===== config.mk =====
export PLATFORM = sky130hd
export DESIGN_NAME = vram_sched
export DESIGN_NICKNAME = d
export VERILOG_FILES = /design/src/rtl/vram_sched.sv
export SDC_FILE = /design/constraint.sdc
export NUM_CORES = 1
export LEC_CHECK = 0
export CAP_MARGIN = 0
export CELL_PAD_IN_SITES_DETAIL_PLACEMENT = 1
export CELL_PAD_IN_SITES_GLOBAL_PLACEMENT = 1
export CORE_AREA = 2 2 79 81
export CTS_CLUSTER_SIZE = 12
export DETAILED_ROUTE_END_ITERATION = 12
export DIE_AREA = 0 0 81 83
export DONT_BUFFER_PORTS = 1
export PLACE_DENSITY = 0.64
export SYNTH_ARGS = -nofsm -noshare
export SYNTH_HDL_FRONTEND = slang
export SYNTH_SLANG_ARGS = --single-unit

===== constraint.sdc =====
create_clock -name clk -period 2.1 [get_ports clk]
set_input_delay 0.525 -clock clk [delete_from_list [all_inputs] [get_ports clk]]
set_output_delay 0.525 -clock clk [all_outputs]
set_load 0.05 [all_outputs]

===== src/rtl/vram_sched.sv =====
// Single-port VRAM scheduler: video reads win outright, the other requesters
// (regs, blit, draw) share the remaining cycles in rotation with registered acks.
module vram_sched #(
    parameter bit EN_BLIT = 1'b1,
    parameter bit EN_DRAW = 1'b0
) (
    input  logic        clk,
    input  logic        reset_n_i,
    input  logic        vgen_sel_i,
    input  logic [15:0] vgen_addr_i,
    input  logic        regs_sel_i,
    input  logic        regs_wr_i,
    input  logic [3:0]  regs_wr_mask_i,
    input  logic [15:0] regs_addr_i,
    input  logic [15:0] regs_data_i,
    input  logic        blit_sel_i,
    input  logic        blit_wr_i,
    input  logic [3:0]  blit_wr_mask_i,
    input  logic [15:0] blit_addr_i,
    input  logic [15:0] blit_data_i,
    input  logic        draw_sel_i,
    input  logic        draw_wr_i,
    input  logic [3:0]  draw_wr_mask_i,
    input  logic [15:0] draw_addr_i,
    input  logic [15:0] draw_data_i,
    output logic        regs_ack_o,
    output logic        blit_ack_o,
    output logic        draw_ack_o,
    output logic        mem_sel_o,
    output logic        mem_wr_o,
    output logic [3:0]  mem_wr_mask_o,
    output logic [15:0] mem_addr_o,
    output logic [15:0] mem_data_o,
    input  logic [15:0] mem_data_i,
    output logic [15:0] rd_data_o
);

    typedef enum logic [1:0] {
        RQ_REGS = 2'd0,
        RQ_BLIT = 2'd1,
        RQ_DRAW = 2'd2
    } req_e;

    typedef enum logic [2:0] {
        GNT_NONE,
        GNT_VGEN,
        GNT_REGS,
        GNT_BLIT,
        GNT_DRAW
    } grant_e;

    req_e       rr_last_q, rr_last_d;
    logic [2:0] ack_q, ack_d;
    logic [2:0] elig;
    req_e       pick;
    logic       pick_vld;
    grant_e     grant;

    // A requester being acked this cycle is locked out, so its held sel is not a new request.
    assign elig[0] = regs_sel_i && !ack_q[0];
    assign elig[1] = EN_BLIT && blit_sel_i && !ack_q[1];
    assign elig[2] = EN_DRAW && draw_sel_i && !ack_q[2];

    always_comb begin
        pick     = RQ_REGS;
        pick_vld = |elig;
        case (rr_last_q)
            RQ_REGS: begin
                if (elig[1])      pick = RQ_BLIT;
                else if (elig[2]) pick = RQ_DRAW;
                else              pick = RQ_REGS;
            end
            RQ_BLIT: begin
                if (elig[2])      pick = RQ_DRAW;
                else if (elig[0]) pick = RQ_REGS;
                else              pick = RQ_BLIT;
            end
            default: begin
                if (elig[0])      pick = RQ_REGS;
                else if (elig[1]) pick = RQ_BLIT;
                else              pick = RQ_DRAW;
            end
        endcase
    end

    always_comb begin
        grant = GNT_NONE;
        if (vgen_sel_i) begin
            grant = GNT_VGEN;
        end else if (pick_vld) begin
            case (pick)
                RQ_REGS: grant = GNT_REGS;
                RQ_BLIT: grant = GNT_BLIT;
                default: grant = GNT_DRAW;
            endcase
        end
    end

    // Video grants leave the rotation pointer untouched.
    always_comb begin
        ack_d     = 3'b000;
        rr_last_d = rr_last_q;
        case (grant)
            GNT_REGS: begin ack_d = 3'b001; rr_last_d = RQ_REGS; end
            GNT_BLIT: begin ack_d = 3'b010; rr_last_d = RQ_BLIT; end
            GNT_DRAW: begin ack_d = 3'b100; rr_last_d = RQ_DRAW; end
            default:  ;
        endcase
    end

    always_ff @(posedge clk or negedge reset_n_i) begin
        if (!reset_n_i) begin
            rr_last_q <= RQ_DRAW;
            ack_q     <= 3'b000;
        end else begin
            rr_last_q <= rr_last_d;
            ack_q     <= ack_d;
        end
    end

    // The strobes are forced idle while reset is held, whatever the sel inputs do.
    always_comb begin
        mem_sel_o     = 1'b0;
        mem_wr_o      = 1'b0;
        mem_wr_mask_o = 4'b0000;
        mem_addr_o    = 16'h0000;
        mem_data_o    = 16'h0000;
        if (reset_n_i) begin
            case (grant)
                GNT_VGEN: begin
                    mem_sel_o  = 1'b1;
                    mem_addr_o = vgen_addr_i;
                end
                GNT_REGS: begin
                    mem_sel_o     = 1'b1;
                    mem_wr_o      = regs_wr_i;
                    mem_wr_mask_o = regs_wr_mask_i;
                    mem_addr_o    = regs_addr_i;
                    mem_data_o    = regs_data_i;
                end
                GNT_BLIT: begin
                    mem_sel_o     = 1'b1;
                    mem_wr_o      = blit_wr_i;
                    mem_wr_mask_o = blit_wr_mask_i;
                    mem_addr_o    = blit_addr_i;
                    mem_data_o    = blit_data_i;
                end
                GNT_DRAW: begin
                    mem_sel_o     = 1'b1;
                    mem_wr_o      = draw_wr_i;
                    mem_wr_mask_o = draw_wr_mask_i;
                    mem_addr_o    = draw_addr_i;
                    mem_data_o    = draw_data_i;
                end
                default: ;
            endcase
        end
    end

    assign regs_ack_o = ack_q[0];
    assign blit_ack_o = EN_BLIT && ack_q[1];
    assign draw_ack_o = EN_DRAW && ack_q[2];
    assign rd_data_o  = mem_data_i;

endmodule


==> PnR_summary.wiki, run 1 <==
{| class="wikitable"
! Metric !! Value
|-
| Result of the run || finished, violations left
|-
| Violations in the final reports || negative setup slack
|-
| Setup Skew || 0.000470 ns
|-
| Power per cell area || 371 nW/µm²
|-
| Total routing usage reported by global routing || 0.212
|-
| Weighted congestion at the end of routability-driven global placement || 0.764
|-
| Number of flops mapped to enable cells by yosys || 0
|-
| First-pass GRT wire length || 11.0 mm
|-
| Starting utilization of the core area || 0.234
|-
| Number of max-cap violations || 0
|-
| Vias in the first global route || 1956
|-
| Total number of placement rows || 28
|-
| Area overhead of the layout relative to synthesis || 138%
|-
| Power Total || 1.20 mW
|-
| Yosys cell types || 25
|-
| Top post-synthesis cells by area || sky130_fd_sc_hd__o211ai_1, sky130_fd_sc_hd__nand3_2, sky130_fd_sc_hd__buf_4, sky130_fd_sc_hd__a32oi_1, sky130_fd_sc_hd__a21boi_1
|-
| Unrepaired setup endpoints after global routing || true
|-
| Number of buffers added by the clock tree synthesis step || 3
|-
| Sum of net half-perimeters after detailed placement || 5.00 mm
|-
| Clk buf depth || 2
|-
| Clock Latency Late Sink || 0.22 ns
|-
| Netlist Area Pre-Place || 1360 µm²
|-
| Register area || 105 µm²
|-
| Kind of start point of the critical path || flop
|-
| Maximum resistive drop on vdd || 191 µV
|-
| Net total in the final layout || 358
|-
| Number of setup violations in the final report || 37
|-
| Post-layout worst setup margin || -0.335 ns
|-
| Detailed Routing Iterations Pass 1 || 4
|-
| Warnings from Yosys || 0
|-
| Post-synth ARST share || 1.00
|-
| Number of inserted diodes || 0
|-
| Total of fill cells in the finished design || 562
|-
| Reg-to-reg setup timing slack || 0.58 ns
|-
| WP data arrival || 1.91 ns
|-
| Number of antenna violations at the first check in global routing || 0
|-
| H-tree depth reported by CTS || 1
|-
| Number of ports placed on the die boundary || 206
|-
| Ratio of cells with drive above 1 in the final layout || 0.769
|-
| Required time reported for the critical path endpoint || 1.57 ns
|-
| Minimum clock period after layout || 2.44 ns
|-
| CTS clk-pin slew, worst paths || 0.03 ns
|-
| Core Box Area || 5820 µm²
|-
| Fmax achieved || 411 MHz
|-
| Die span in x || 81 µm
|-
| Sequential fraction of the synthesis area || 0.0744
|-
| DRC violations left || 0
|-
| Seq cells post-synth || 4
|-
| Final antenna-violating net count || 0
|-
| Capturing element type of the critical path || output pin
|-
| Pin count of the biggest net entering global routing || 24
|-
| Total Negative Setup Slacks || -10.74 ns
|-
| Final Max Slew Viols || 0
|-
| CTS sink count || 4
|-
| Largest area contributor in the netlist || sky130_fd_sc_hd__o211ai_1
|-
| Wirelength, routed || 7.55 mm
|-
| Clk Tree Root Cell || sky130_fd_sc_hd__clkbuf_8
|-
| Area taken by multi-input logic gates || 1800 µm²
|-
| Routed wire per std cell || 26.7 µm
|-
| Final critical-path share of the clock period || 1.16
|-
| Worst min-delay path category || input pin to asynchronous set/reset pin
|-
| Average cell area after synthesis || 7.79 µm²
|-
| Cell count after synthesis || 175
|-
| TritonCTS clock tree || built
|-
| Die area || 6720 µm²
|-
| Number of design-rule violations left by the first detailed-router iteration || 93
|-
| Crit Path Class || flop to output pin
|-
| Top fanout value on the critical path || 12
|-
| Die Ht || 83 µm
|-
| Final hold violation count || 0
|-
| Total congestion overflow after global routing || 0
|-
| Via density per instance || 6.07
|-
| Leakage || 0.966 nW
|-
| Top cell type's share of synthesized area || 0.209
|-
| Prevailing post-synth register cell || sky130_fd_sc_hd__dfrtp_1
|-
| Via count of the routed design || 1718
|-
| Syn_nets || 324
|-
| Input/output buffers || 0
|}
-- synthesized netlist by cell type, types with 2 or more instances --
cell type,instances
sky130_fd_sc_hd__o211ai_1,38
sky130_fd_sc_hd__buf_4,22
sky130_fd_sc_hd__a21oi_1,20
sky130_fd_sc_hd__nand3_2,19
sky130_fd_sc_hd__a21boi_1,17
sky130_fd_sc_hd__a32oi_1,16
sky130_fd_sc_hd__clkbuf_1,10
sky130_fd_sc_hd__buf_2,6
sky130_fd_sc_hd__buf_6,4
sky130_fd_sc_hd__dfrtp_1,3
sky130_fd_sc_hd__nor2b_1,3
sky130_fd_sc_hd__inv_1,2
sky130_fd_sc_hd__nand3_1,2
sky130_fd_sc_hd__o21a_1,2
-- state kept, by name, indices dropped and copies added, names as in the netlist --
register and count:
ack_q 2, rr_last_q 2
-- cell type report --
type                       instances  share of cell area
multi-input combinational        128               0.554
timing repair buffer              69               0.366
sequential                         4              0.0323
tap                               75              0.0289
clock buffer                       4              0.0139
inverter                           3             0.00501
-- cells by family (layout without fill, tap and decap cells) --
group                  Yosys count  in the layout  synth area share
AO/OA/AOI/OAI                   95             95             0.511
buffers and inverters           45             76             0.212
AND/OR/NAND/NOR                 30             32             0.199
flip-flops                       4              4            0.0744
other                            1              1           0.00275
-- placed cells by master (no fill, tap or decap) --
cell / synthesis / final
sky130_fd_sc_hd__buf_12: 0 / 46
sky130_fd_sc_hd__o211ai_1: 38 / 38
sky130_fd_sc_hd__a21oi_4: 0 / 20
sky130_fd_sc_hd__a21boi_4: 0 / 17
sky130_fd_sc_hd__nand3_4: 0 / 14
sky130_fd_sc_hd__buf_4: 22 / 12
sky130_fd_sc_hd__a32oi_4: 0 / 10
sky130_fd_sc_hd__nand3_2: 19 / 7
sky130_fd_sc_hd__a32oi_2: 0 / 6
sky130_fd_sc_hd__buf_6: 4 / 5
sky130_fd_sc_hd__or4b_4: 1 / 3
sky130_fd_sc_hd__dfrtp_2: 0 / 3
sky130_fd_sc_hd__clkbuf_8: 0 / 3
sky130_fd_sc_hd__nor3b_4: 0 / 2
sky130_fd_sc_hd__o21a_1: 2 / 2
sky130_fd_sc_hd__nor2b_4: 0 / 2
sky130_fd_sc_hd__inv_1: 2 / 2
sky130_fd_sc_hd__clkbuf_16: 0 / 2
sky130_fd_sc_hd__buf_8: 0 / 2
sky130_fd_sc_hd__and2_4: 1 / 1
sky130_fd_sc_hd__nor2_2: 0 / 1
sky130_fd_sc_hd__nand2b_1: 1 / 1
sky130_fd_sc_hd__o31ai_4: 1 / 1
sky130_fd_sc_hd__inv_6: 0 / 1
sky130_fd_sc_hd__nor2b_1: 3 / 1
sky130_fd_sc_hd__o21bai_1: 1 / 1
sky130_fd_sc_hd__conb_1: 1 / 1
sky130_fd_sc_hd__clkbuf_1: 10 / 1
sky130_fd_sc_hd__bufbuf_16: 0 / 1
sky130_fd_sc_hd__dlygate4sd3_1: 0 / 1
sky130_fd_sc_hd__dfstp_2: 1 / 1
-- final timing paths --
path                              start             end  depth (start not counted)
setup / recovery               ack_q[1]  mem_data_o[13]                          7
hold / removal                reset_n_i    rr_last_q[0]                          0
setup reg to reg           rr_last_q[0]        ack_q[0]                          3
hold reg to reg            rr_last_q[1]    rr_last_q[1]                          2
max in group asynchronous     reset_n_i        ack_q[1]                          1
min in group clk             vgen_sel_i    rr_last_q[1]                          3
-- routing by layer --
metal	up-vias	global-route usage	part of all wire
li1	757	-	-
met1	851	0.225	0.34
met2	90	0.400	0.56
met3	20	0.0402	0.073
met4	0	0.0832	0.027
met5	-	0	0
-- metrics by stage --
step                setup slack (ns)  hold slack, ns  cell area, µm²  utilization  cells
finish                        -0.335         0.00596            3250        0.559    283
floorplan                     -0.150           0.229            1890            -    175
global placement              -0.241           0.230            2610        0.449    264
CTS                           -0.285         0.00224            3040        0.522    278
detailed placement            -0.305           0.230            2610        0.449    264
global route                  -0.371        0.000545            3250        0.559    283
-- critical path, stage by stage, from the launching register on --
cell	delay, ns
sky130_fd_sc_hd__dfrtp_2	0.46
sky130_fd_sc_hd__buf_12	0.18
sky130_fd_sc_hd__nor3b_4	0.23
sky130_fd_sc_hd__buf_4	0.17
sky130_fd_sc_hd__buf_6	0.14
sky130_fd_sc_hd__o211ai_1	0.16
sky130_fd_sc_hd__a21boi_4	0.20
sky130_fd_sc_hd__buf_12	0.15
-- where the power goes --
part | leakage (nW) | internal [mW] | total (mW) | switching, mW
logic | 0.898 | 0.427 | 0.937 | 0.510
registers | 0.0450 | 0.0847 | 0.0951 | 0.0104
clock network | 0.0228 | 0.130 | 0.173 | 0.0429
total | 0.966 | 0.642 | 1.20 | 0.563
-- timing repair --
action | 4_1_cts | 5_1_grt
hold buffers | 0 | 1
setup endpoints to repair | 37 | 38
gates cloned | 4 | 2
endpoints found under the hold margin | 0 | 2
resized for setup | 40 | 22
pin swaps | 30 | 55
setup buffers | 6 | 2
(Power assumes the default switching activity.)
==> inputs of run 2 (changes only) <==
BUFFER_PORTS_ARGS = -buffer_cell sky130_fd_sc_hd__buf_2   (was default)
CAP_MARGIN = default   (was 0)
CORE_AREA = default   (was 2 2 79 81)
CORE_MARGIN = 1   (was default)
CORE_UTILIZATION = 17   (was default)
DIE_AREA = default   (was 0 0 81 83)
DONT_BUFFER_PORTS = default   (was 1)
PLACE_DENSITY = default   (was 0.64)
PLACE_DENSITY_LB_ADDON = 0.1   (was default)
==> run 2 against run 1 <==
The run still ends with negative setup slack left. Maximum frequency about the same. Final cell count up 46%. Setup slack worse by 0.00089 ns. Routed wire length up 1.1%. Clock power up 8%. Combinational power up 8%. Global-route usage down 3.5 points. Sequential share of layout area down 0.28 points. Non-clock buffer count up 101. Die area up 25%. Sequential power up 1%. Critical endpoint is now mem_addr_o[1].
==> PnR_summary.wiki, run 2 (synthesized netlist as in run 1, its figures left out) <==
{| class="wikitable"
! Metric !! Value
|-
| Total of fill cells in the finished design || 861
|-
| Maximum resistive drop on vdd || 148 µV
|-
| Top fanout value on the critical path || 6
|-
| Number of ports placed on the die boundary || 206
|-
| Fmax achieved || 411 MHz
|-
| Clk Tree Root Cell || sky130_fd_sc_hd__clkbuf_8
|-
| WP data arrival || 1.91 ns
|-
| Logic depth of the worst register-to-register path || 4
|-
| Inst Count DP || 395
|-
| Minimum clock period after layout || 2.44 ns
|-
| Timing startpoint of the critical path || ack_q[1]
|-
| Total number of placement rows || 32
|-
| Power per cell area || 364 nW/µm²
|-
| Sum of net half-perimeters after detailed placement || 5.13 mm
|-
| Input/output buffers || 134
|-
| Area overhead of the layout relative to synthesis || 161%
|-
| Net total in the final layout || 460
|-
| Die Ht || 91.5 µm
|-
| Number of inserted diodes || 0
|-
| TritonCTS clock tree || built
|-
| Power Total || 1.29 mW
|-
| Kind of start point of the critical path || flop
|-
| Leakage || 1.33 nW
|-
| Final Max Slew Viols || 0
|-
| Via count of the routed design || 2027
|-
| Final critical-path share of the clock period || 1.16
|-
| Result of the run || finished, violations left
|-
| Highest-count cells in the layout ignoring fill and taps || sky130_fd_sc_hd__buf_2, sky130_fd_sc_hd__buf_6, sky130_fd_sc_hd__o211ai_1
|-
| Violations in the final reports || negative setup slack
|-
| Endpoint of the worst register-to-register path || ack_q[0]
|-
| Die span in x || 91.5 µm
|-
| Wirelength, routed || 7.63 mm
|-
| Number of buffers added by the clock tree synthesis step || 3
|-
| Final antenna-violating net count || 0
|-
| Core Box Area || 7730 µm²
|-
| Cell Count, Final, Fillers Out || 412
|-
| Most common cell after layout, fill and taps aside || sky130_fd_sc_hd__buf_2
|-
| CTS sink count || 4
|-
| Pin count of the biggest net entering global routing || 21
|-
| Post-layout worst setup margin || -0.336 ns
|-
| DRC violations left || 0
|-
| Total routing usage reported by global routing || 0.178
|-
| First-pass GRT wire length || 11.7 mm
|-
| Weighted congestion at the end of routability-driven global placement || 0.671
|-
| Clk buf depth || 2
|-
| Setup Skew || 0.0127 ns
|-
| Worst min-delay path category || input pin to asynchronous set/reset pin
|-
| Number of antenna violations at the first check in global routing || 0
|-
| Reg-to-reg startpoint || ack_q[1]
|-
| CTS clk-pin slew, worst paths || 0.04 ns
|-
| Via density per instance || 4.92
|-
| Die area || 8380 µm²
|-
| H-tree depth reported by CTS || 1
|-
| Registers with the highest flip-flop counts || ack_q (2), rr_last_q (2)
|-
| Vias in the first global route || 2200
|-
| Final hold violation count || 0
|-
| Crit Path Class || flop to output pin
|-
| Unrepaired setup endpoints after global routing || true
|-
| Total congestion overflow after global routing || 0
|-
| Ratio of cells with drive above 1 in the final layout || 0.848
|-
| Clock Latency Late Sink || 0.24 ns
|-
| Detailed Routing Iterations Pass 1 || 3
|-
| Number of design-rule violations left by the first detailed-router iteration || 29
|-
| Required time reported for the critical path endpoint || 1.57 ns
|-
| Number of max-cap violations || 0
|-
| Reg-to-reg setup timing slack || 0.49 ns
|-
| Share of the core filled with cells in the final layout || 0.460
|-
| Number of setup violations in the final report || 38
|-
| Routed wire per std cell || 18.5 µm
|-
| Capturing element type of the critical path || output pin
|-
| Starting utilization of the core area || 0.176
|}
-- run 2: worst max-delay path by stage --
stage,end,slack (ns),cells past startpoint
2_1_floorplan,mem_addr_o[10],-0.15,4
3_3_place_gp,mem_addr_o[10],-0.39,5
3_5_place_dp,mem_addr_o[10],-0.40,5
4_1_cts,mem_addr_o[1],-0.34,5
5_1_grt,mem_addr_o[1],-0.38,5
6_report,mem_addr_o[1],-0.34,5
-- run 2: area by class of cell --
cell class / count / area [µm²] / share of cell area
multi-input combinational: 129 / 1810 / 0.509
timing repair buffer: 170 / 1450 / 0.409
tap: 102 / 128 / 0.0359
sequential: 4 / 105 / 0.0296
clock buffer: 4 / 45.0 / 0.0127
inverter: 3 / 16.3 / 0.00457
-- run 2: stage by stage --
step / setup slack [ns] / cell area, µm² / setup TNS [ns] / hold slack, ns
final: -0.336 / 3560 / -10.20 / 0.106
after global routing: -0.378 / 3560 / -11.89 / 0.114
after CTS: -0.344 / 3480 / -10.55 / 0.103
after detailed placement: -0.400 / 2660 / -12.14 / 0.355
after global placement: -0.390 / 2660 / -11.94 / 0.347
after floorplan: -0.150 / 1890 / -3.06 / 0.229
-- run 2: repair_timing --
item                                   in CTS  in global routing
gates resized for setup                   133                 11
buffers inserted                            3                  0
setup endpoints to repair                  38                 38
endpoints found under the hold margin       0                  0
hold buffers                                0                  0
cloned                                      8                  2
pin swaps                                  49                 32
-- run 2: worst max-delay path, cell delays in order, from the launching register on --
cell,delay [ns]
sky130_fd_sc_hd__dfrtp_2,0.43
sky130_fd_sc_hd__buf_6,0.13
sky130_fd_sc_hd__or4b_4,0.60
sky130_fd_sc_hd__a32oi_2,0.27
sky130_fd_sc_hd__a21oi_4,0.08
sky130_fd_sc_hd__buf_6,0.16
-- run 2: power breakdown --
group	switching (mW)	internal (mW)	total [mW]
clock	0.0554	0.131	0.186
combinational	0.563	0.449	1.01
sequential	0.0115	0.0847	0.0962
-- run 2: layer usage --
metal / part of all wire / global-route usage
met1: 0.40 / 0.215
met2: 0.51 / 0.326
met3: 0.070 / 0.0268
met4: 0.018 / 0.0423
met5: 0 / 0
